===== src/rtl/ysyx_23060111_pkg.sv =====
// rtl/ysyx_23060111_pkg.sv - shared state encoding, fault codes and constants for the IFU
package ysyx_23060111_pkg;

  typedef enum logic [2:0] {
    S_REQ  = 3'd0,
    S_WAIT = 3'd1,
    S_OUT  = 3'd2,
    S_NEXT = 3'd3,
    S_HALT = 3'd4
  } ifu_state_e;

  localparam logic [1:0] CAUSE_NONE     = 2'd0;
  localparam logic [1:0] CAUSE_MISALIGN = 2'd1;
  localparam logic [1:0] CAUSE_BUS      = 2'd2;
  localparam logic [1:0] CAUSE_TIMEOUT  = 2'd3;

  localparam logic [31:0] INST_NOP         = 32'h00000013;
  localparam logic [31:0] RESET_PC_DEFAULT = 32'h80000000;

  function automatic int unsigned tmo_width(input int unsigned limit);
    return (limit < 1) ? 1 : $clog2(limit + 1);
  endfunction

endpackage


===== src/rtl/ysyx_23060111_timeout_cnt.sv =====
// rtl/ysyx_23060111_timeout_cnt.sv - loadable saturating wait-cycle counter
// o_expired flags the cycle whose increment would reach LIMIT, so a waiter sees exactly LIMIT cycles.
module ysyx_23060111_timeout_cnt #(
  parameter int unsigned LIMIT = 255,
  parameter int unsigned WIDTH = 8
) (
  input  logic             clk,
  input  logic             i_rst_n,
  input  logic             i_clr,
  input  logic             i_load,
  input  logic [WIDTH-1:0] i_load_val,
  input  logic             i_en,
  output logic             o_expired
);

  localparam logic [WIDTH-1:0] W_LIMIT = WIDTH'(LIMIT);
  localparam logic [WIDTH-1:0] W_LAST  = WIDTH'(LIMIT - 1);

  logic [WIDTH-1:0] r_count;

  always_ff @(posedge clk or negedge i_rst_n) begin
    if (!i_rst_n) begin
      r_count <= '0;
    end else if (i_clr) begin
      r_count <= '0;
    end else if (i_load) begin
      r_count <= (i_load_val > W_LIMIT) ? W_LIMIT : i_load_val;
    end else if (i_en && (r_count != W_LIMIT)) begin
      r_count <= r_count + WIDTH'(1);
    end
  end

  assign o_expired = (r_count >= W_LAST);

endmodule


===== src/rtl/ysyx_23060111_ifu_fsm.sv =====
// rtl/ysyx_23060111_ifu_fsm.sv - multi-cycle instruction fetch unit owning the architectural PC
module ysyx_23060111_ifu_fsm
  import ysyx_23060111_pkg::*;
#(
  parameter logic [31:0] RESET_PC = RESET_PC_DEFAULT,
  parameter int unsigned TIMEOUT  = 255
) (
  input  logic        clk,
  input  logic        rst,
  output logic        imem_req_valid,
  input  logic        imem_req_ready,
  output logic [31:0] imem_addr,
  input  logic        imem_rsp_valid,
  input  logic [31:0] imem_rsp_data,
  input  logic        imem_rsp_err,
  output logic        out_valid,
  input  logic        out_ready,
  output logic [31:0] inst,
  output logic [31:0] pc,
  input  logic        npc_valid,
  input  logic [31:0] npc,
  output logic        fault,
  output logic [1:0]  fault_cause,
  output logic [31:0] fetch_cnt
);

  localparam int unsigned TW = tmo_width(TIMEOUT);

  ifu_state_e  r_state;
  ifu_state_e  w_state_next;
  logic [31:0] r_pc;
  logic [31:0] r_inst;
  logic [31:0] r_fetch_cnt;
  logic [1:0]  r_fault_cause;

  logic        w_take_npc;
  logic        w_latch_inst;
  logic        w_cnt_inc;
  logic        w_set_cause;
  logic [1:0]  w_cause;
  logic        w_tmo_clr;
  logic        w_tmo_en;
  logic        w_tmo_expired;
  logic        w_req_st;
  logic        w_out_st;

  ysyx_23060111_timeout_cnt #(
    .LIMIT (TIMEOUT),
    .WIDTH (TW)
  ) u_timeout_cnt (
    .clk        (clk),
    .i_rst_n    (rst),
    .i_clr      (w_tmo_clr),
    .i_load     (1'b0),
    .i_load_val ('0),
    .i_en       (w_tmo_en),
    .o_expired  (w_tmo_expired)
  );

  always_ff @(posedge clk or negedge rst) begin
    if (!rst) begin
      r_state <= S_REQ;
    end else begin
      r_state <= w_state_next;
    end
  end

  always_comb begin
    w_state_next = r_state;
    w_take_npc   = 1'b0;
    w_latch_inst = 1'b0;
    w_cnt_inc    = 1'b0;
    w_set_cause  = 1'b0;
    w_cause      = CAUSE_NONE;
    w_tmo_clr    = 1'b0;
    w_tmo_en     = 1'b0;
    w_req_st     = 1'b0;
    w_out_st     = 1'b0;
    unique case (r_state)
      S_REQ: begin
        w_req_st = 1'b1;
        if (imem_req_ready) begin
          w_state_next = S_WAIT;
          w_tmo_clr    = 1'b1;
        end
      end
      S_WAIT: begin
        w_tmo_en = 1'b1;
        // A response landing on the expiry cycle still wins over the timeout.
        if (imem_rsp_valid && !imem_rsp_err) begin
          w_latch_inst = 1'b1;
          w_state_next = S_OUT;
        end else if (imem_rsp_valid) begin
          w_set_cause  = 1'b1;
          w_cause      = CAUSE_BUS;
          w_state_next = S_HALT;
        end else if (w_tmo_expired) begin
          w_set_cause  = 1'b1;
          w_cause      = CAUSE_TIMEOUT;
          w_state_next = S_HALT;
        end
      end
      S_OUT: begin
        w_out_st = 1'b1;
        if (out_ready) begin
          w_cnt_inc = 1'b1;
          if (npc_valid) begin
            w_take_npc = 1'b1;
          end else begin
            w_state_next = S_NEXT;
          end
        end
      end
      S_NEXT: begin
        if (npc_valid) begin
          w_take_npc = 1'b1;
        end
      end
      S_HALT: begin
        w_state_next = S_HALT;
      end
      default: begin
        w_state_next = S_HALT;
      end
    endcase

    if (w_take_npc) begin
      if (npc[1:0] == 2'b00) begin
        w_state_next = S_REQ;
      end else begin
        w_set_cause  = 1'b1;
        w_cause      = CAUSE_MISALIGN;
        w_state_next = S_HALT;
      end
    end
  end

  always_ff @(posedge clk or negedge rst) begin
    if (!rst) begin
      r_pc          <= RESET_PC;
      r_inst        <= INST_NOP;
      r_fetch_cnt   <= 32'd0;
      r_fault_cause <= CAUSE_NONE;
    end else begin
      if (w_take_npc) begin
        r_pc <= npc;
      end
      if (w_latch_inst) begin
        r_inst <= imem_rsp_data;
      end
      if (w_cnt_inc) begin
        r_fetch_cnt <= r_fetch_cnt + 32'd1;
      end
      if (w_set_cause) begin
        r_fault_cause <= w_cause;
      end
    end
  end

  // The REQ state is also the reset state, so the request is masked while rst is held low.
  assign imem_req_valid = w_req_st & rst;
  assign imem_addr      = r_pc;
  assign out_valid      = w_out_st;
  assign inst           = r_inst;
  assign pc             = r_pc;
  assign fault          = (r_state == S_HALT);
  assign fault_cause    = r_fault_cause;
  assign fetch_cnt      = r_fetch_cnt;

endmodule


===== config.mk =====
export PLATFORM = sky130hd
export DESIGN_NAME = ysyx_23060111_ifu_fsm
export DESIGN_NICKNAME = d
export VERILOG_FILES = /design/src/rtl/ysyx_23060111_pkg.sv /design/src/rtl/ysyx_23060111_timeout_cnt.sv /design/src/rtl/ysyx_23060111_ifu_fsm.sv
export SDC_FILE = /design/constraint.sdc
export NUM_CORES = 1
export LEC_CHECK = 0
export CAP_MARGIN = 30
export CELL_PAD_IN_SITES_DETAIL_PLACEMENT = 1
export CELL_PAD_IN_SITES_GLOBAL_PLACEMENT = 1
export CORE_MARGIN = 8
export CORE_UTILIZATION = 35
export DETAILED_ROUTE_END_ITERATION = 8
export GPL_ROUTABILITY_DRIVEN = 0
export PLACE_DENSITY_LB_ADDON = 0.1
export SETUP_SLACK_MARGIN = 0.05
export SLEW_MARGIN = 30
export SYNTH_ARGS = -nofsm -noshare
export SYNTH_HDL_FRONTEND = slang
export SYNTH_HIERARCHICAL = 1
export SYNTH_SLANG_ARGS = --single-unit

===== constraint.sdc =====
create_clock -name clk -period 5.6 [get_ports clk]
set_input_delay 0.84 -clock clk [delete_from_list [all_inputs] [get_ports clk]]
set_output_delay 0.84 -clock clk [all_outputs]
set_load 0.05 [all_outputs]

==> flow_summary.toml <==
[run_status]
run_status = "finished, final reports clean"

[yosys]
synth.avg_cell_area_um2 = 12.4
postSynth.topFlopCell = "dfrtp_1"
synth.distinct_cells = 50
number_of_synthesized_flops_with_an_enable_pin = 0
async_sr_flop_fraction_pct = 100
synthesized_flop_and_latch_total = 109
yosys_warnings = 6
netlist_instances = 394
synth.yosys.seq_area_share_pct = 55.8
syn-cell-area_mm2 = 0.00490
synth_top_cell_by_area = "dfrtp_1"
yosysTopAreaCellShare_pct = 53.7
synthTopCellsByArea = "dfrtp_1, mux2_2, buf_4, xnor2_1, dfstp_2"

[clock_tree]
holdBufCountCts = 0
clk_tree_root_cell = "clkbuf_16"
cts_max_level = 3
clk_pin_slew_worst_paths_ps = 70
tritoncts.num_buffers = 9
cts_tree = "done"
clock_net_sink_count = 109
postCtsSetupBuffers = 0
insertion_delay_ps = 350
clk_path_buf_depth = 2
post_cts_resize_count = 0

[sta]
number_of_setup_violations_in_the_final_report = 0
finalHoldViolCount = 0
tightest_slew_ps = 849
holdWs_ps = 482
timing.max_slew.rel_slack_pct = 42.9
tns_ps = 0
finalCriticalPeriod_ps = 3290
post-route-period-util_pct = 58.7
rsz0062_at_grt = "false"
fin_ws_ps = 2310
final-max-slew-violation-count = 0
timing.clock.skew_ps = 8.52
maxClockFrequency_mhz = 304

[grt]
gr-max-usage-layer = "met2"
wire_length_of_the_first_global_routing_pass_mm = 24.0
grt_util_all_layers_pct = 16.9
global_route.usage.met2_pct = 27.6
overflow = 0
grt_pass1_vias = 4299
grt_use_met1_pct = 19.3
grt_antenna_before_repair = 0
pin_count_of_the_biggest_net_entering_global_routing = 58
grt_util_met3_pct = 8.12

[critical_path]
cp_data_required_time_ps = 4760
critPathLaunchType = "primary input"
path_class = "primary input to output port"
critical_path.max_fanout = 57
critPathCaptureType = "output port"
cp_data_arrival_time_ps = 2450
rrSetupSlack_ps = 3240

[pwr]
post-layout-total-power_uw = 4570
power.ir.vdd_worst_mv = 0.408
power_leakage_uw = 0.00300
p_per_area_mw_per_mm2 = 631

[place]
dp_hpwl_mm = 11.4
post-place-ws_ps = 2240
buffer_ports.inserted = 203

[final_layout]
layout.filler_cells = 1464
mostFrequentLayoutCell = "clkdlybuf4s50_1"
nets = 651
mostFrequentLayoutCells = "clkdlybuf4s50_1, dfrtp_1, mux2_2"
drive_gt1_share_pct = 17.2
areaGrowthSynthToFinish_pct = 47.9
finish.utilization_pct = 52.6
insertedDiodeCount = 0

[route]
drt.antenna.violating_nets = 0
detailed_router_iteration_count_before_antenna_repair = 4
routed_wirelength_mm = 15.0
vias = 3738
dr_vias_cell = 4.91
wl_per_cell_um = 19.7
detailedRoute.firstIterationViolations = 89
detail_route.drc_violations = 0

[floorplanning]
io_pins = 204
die_y_um = 134
die_w_um = 134
floorplan.rows = 43
die_area_mm2 = 0.0180
fp.coreArea_mm2 = 0.0138
initial_utilization_pct = 35.5

[hold_path]
timing.hold.worst.class = "flip-flop to flip-flop"

[run]
max-cap-violations = 0
==> logic make-up after synthesis <==
logic type      count (synthesis)  share of synthesized area [%]
compound gates                 31                           4.37
xor+xnor                       33                           5.90
fa+ha+maj                       3                          0.767
buf+inv                        49                           6.31
flops                         109                           55.8
mux                            65                           15.0
other cells                     1                         0.0766
simple gates                  103                           11.8
==> layout make-up <==
class	count	area [um2]	share of cell area [%]
sequential	109	2730	37.7
multi-input combinational	244	1890	26.1
tap	180	225	3.11
inverter	7	26.3	0.363
clock buffer	10	229	3.16
clock inverter	6	87.6	1.21
timing repair buffer	206	2050	28.3
==> sequential cells by signal, summed over array words and instances (netlist names) <==
register	cells
u_timeout_cnt/r_count	8
r_state	3
inst	32
imem_addr	32
fault_cause	2
fetch_cnt	32
==> stage by stage <==
stage | cells | instance area (um2)
6_report | 762 | 7240
5_1_grt | 762 | 7240
4_1_cts | 762 | 7240
3_5_place_dp | 746 | 6930
3_3_place_gp | 746 | 6930
2_1_floorplan | 402 | 4930
==> where the power goes <==
| part | total, uW | leakage (uW) | internal (uW) | switching, uW |
|---|---|---|---|---|
| combinational | 2560 | 0.00147 | 885 | 1680 |
| sequential | 1320 | 0.00137 | 1070 | 250 |
| clock | 686 | 0.000156 | 393 | 294 |
| total | 4570 | 0.00300 | 2350 | 2220 |
==> final timing paths <==
path                               startpoint        endpoint  cells past startpoint
worst max-delay path                      rst  imem_req_valid                      3
worst min-delay path            fetch_cnt[31]   fetch_cnt[31]                      1
worst max register to register     r_state[2]   fetch_cnt[21]                      5
worst min register to register  fetch_cnt[31]   fetch_cnt[31]                      1
max in group asynchronous                 rst   fetch_cnt[17]                      2
min in group asynchronous                 rst        inst[14]                      1
==> cells in the mapped netlist, types with 2 or more instances <==
cell      count
a211oi_1      4
a21oi_1       7
and2_1        5
and3_1        3
and4_2        2
buf_2         4
buf_4        32
clkbuf_1      6
dfrtp_1     105
dfstp_2       4
ha_1          3
inv_1         6
mux2_2       65
nand2_1      23
nand3_1      18
nand4_1       8
nor2_1       18
nor2b_1       2
nor3_1        4
nor3b_1       2
nor4_1        4
o211ai_1      3
o21ai_0       7
or4_4         2
xnor2_1      24
xor2_1        9
==> critical path: stages <==
cell             delay (ps)
buf_4                   560
and2_1                  230
clkdlybuf4s50_1         800
==> layer usage <==
| layer | share of wire [%] | vias up |
|---|---|---|
| li1 | - | 1712 |
| met4 | 1.1 | 0 |
| met3 | 9.2 | 11 |
| met1 | 41 | 1899 |
| met2 | 49 | 116 |
| met5 | 0 | - |
Note: power is estimated with default switching activity, not from simulation.
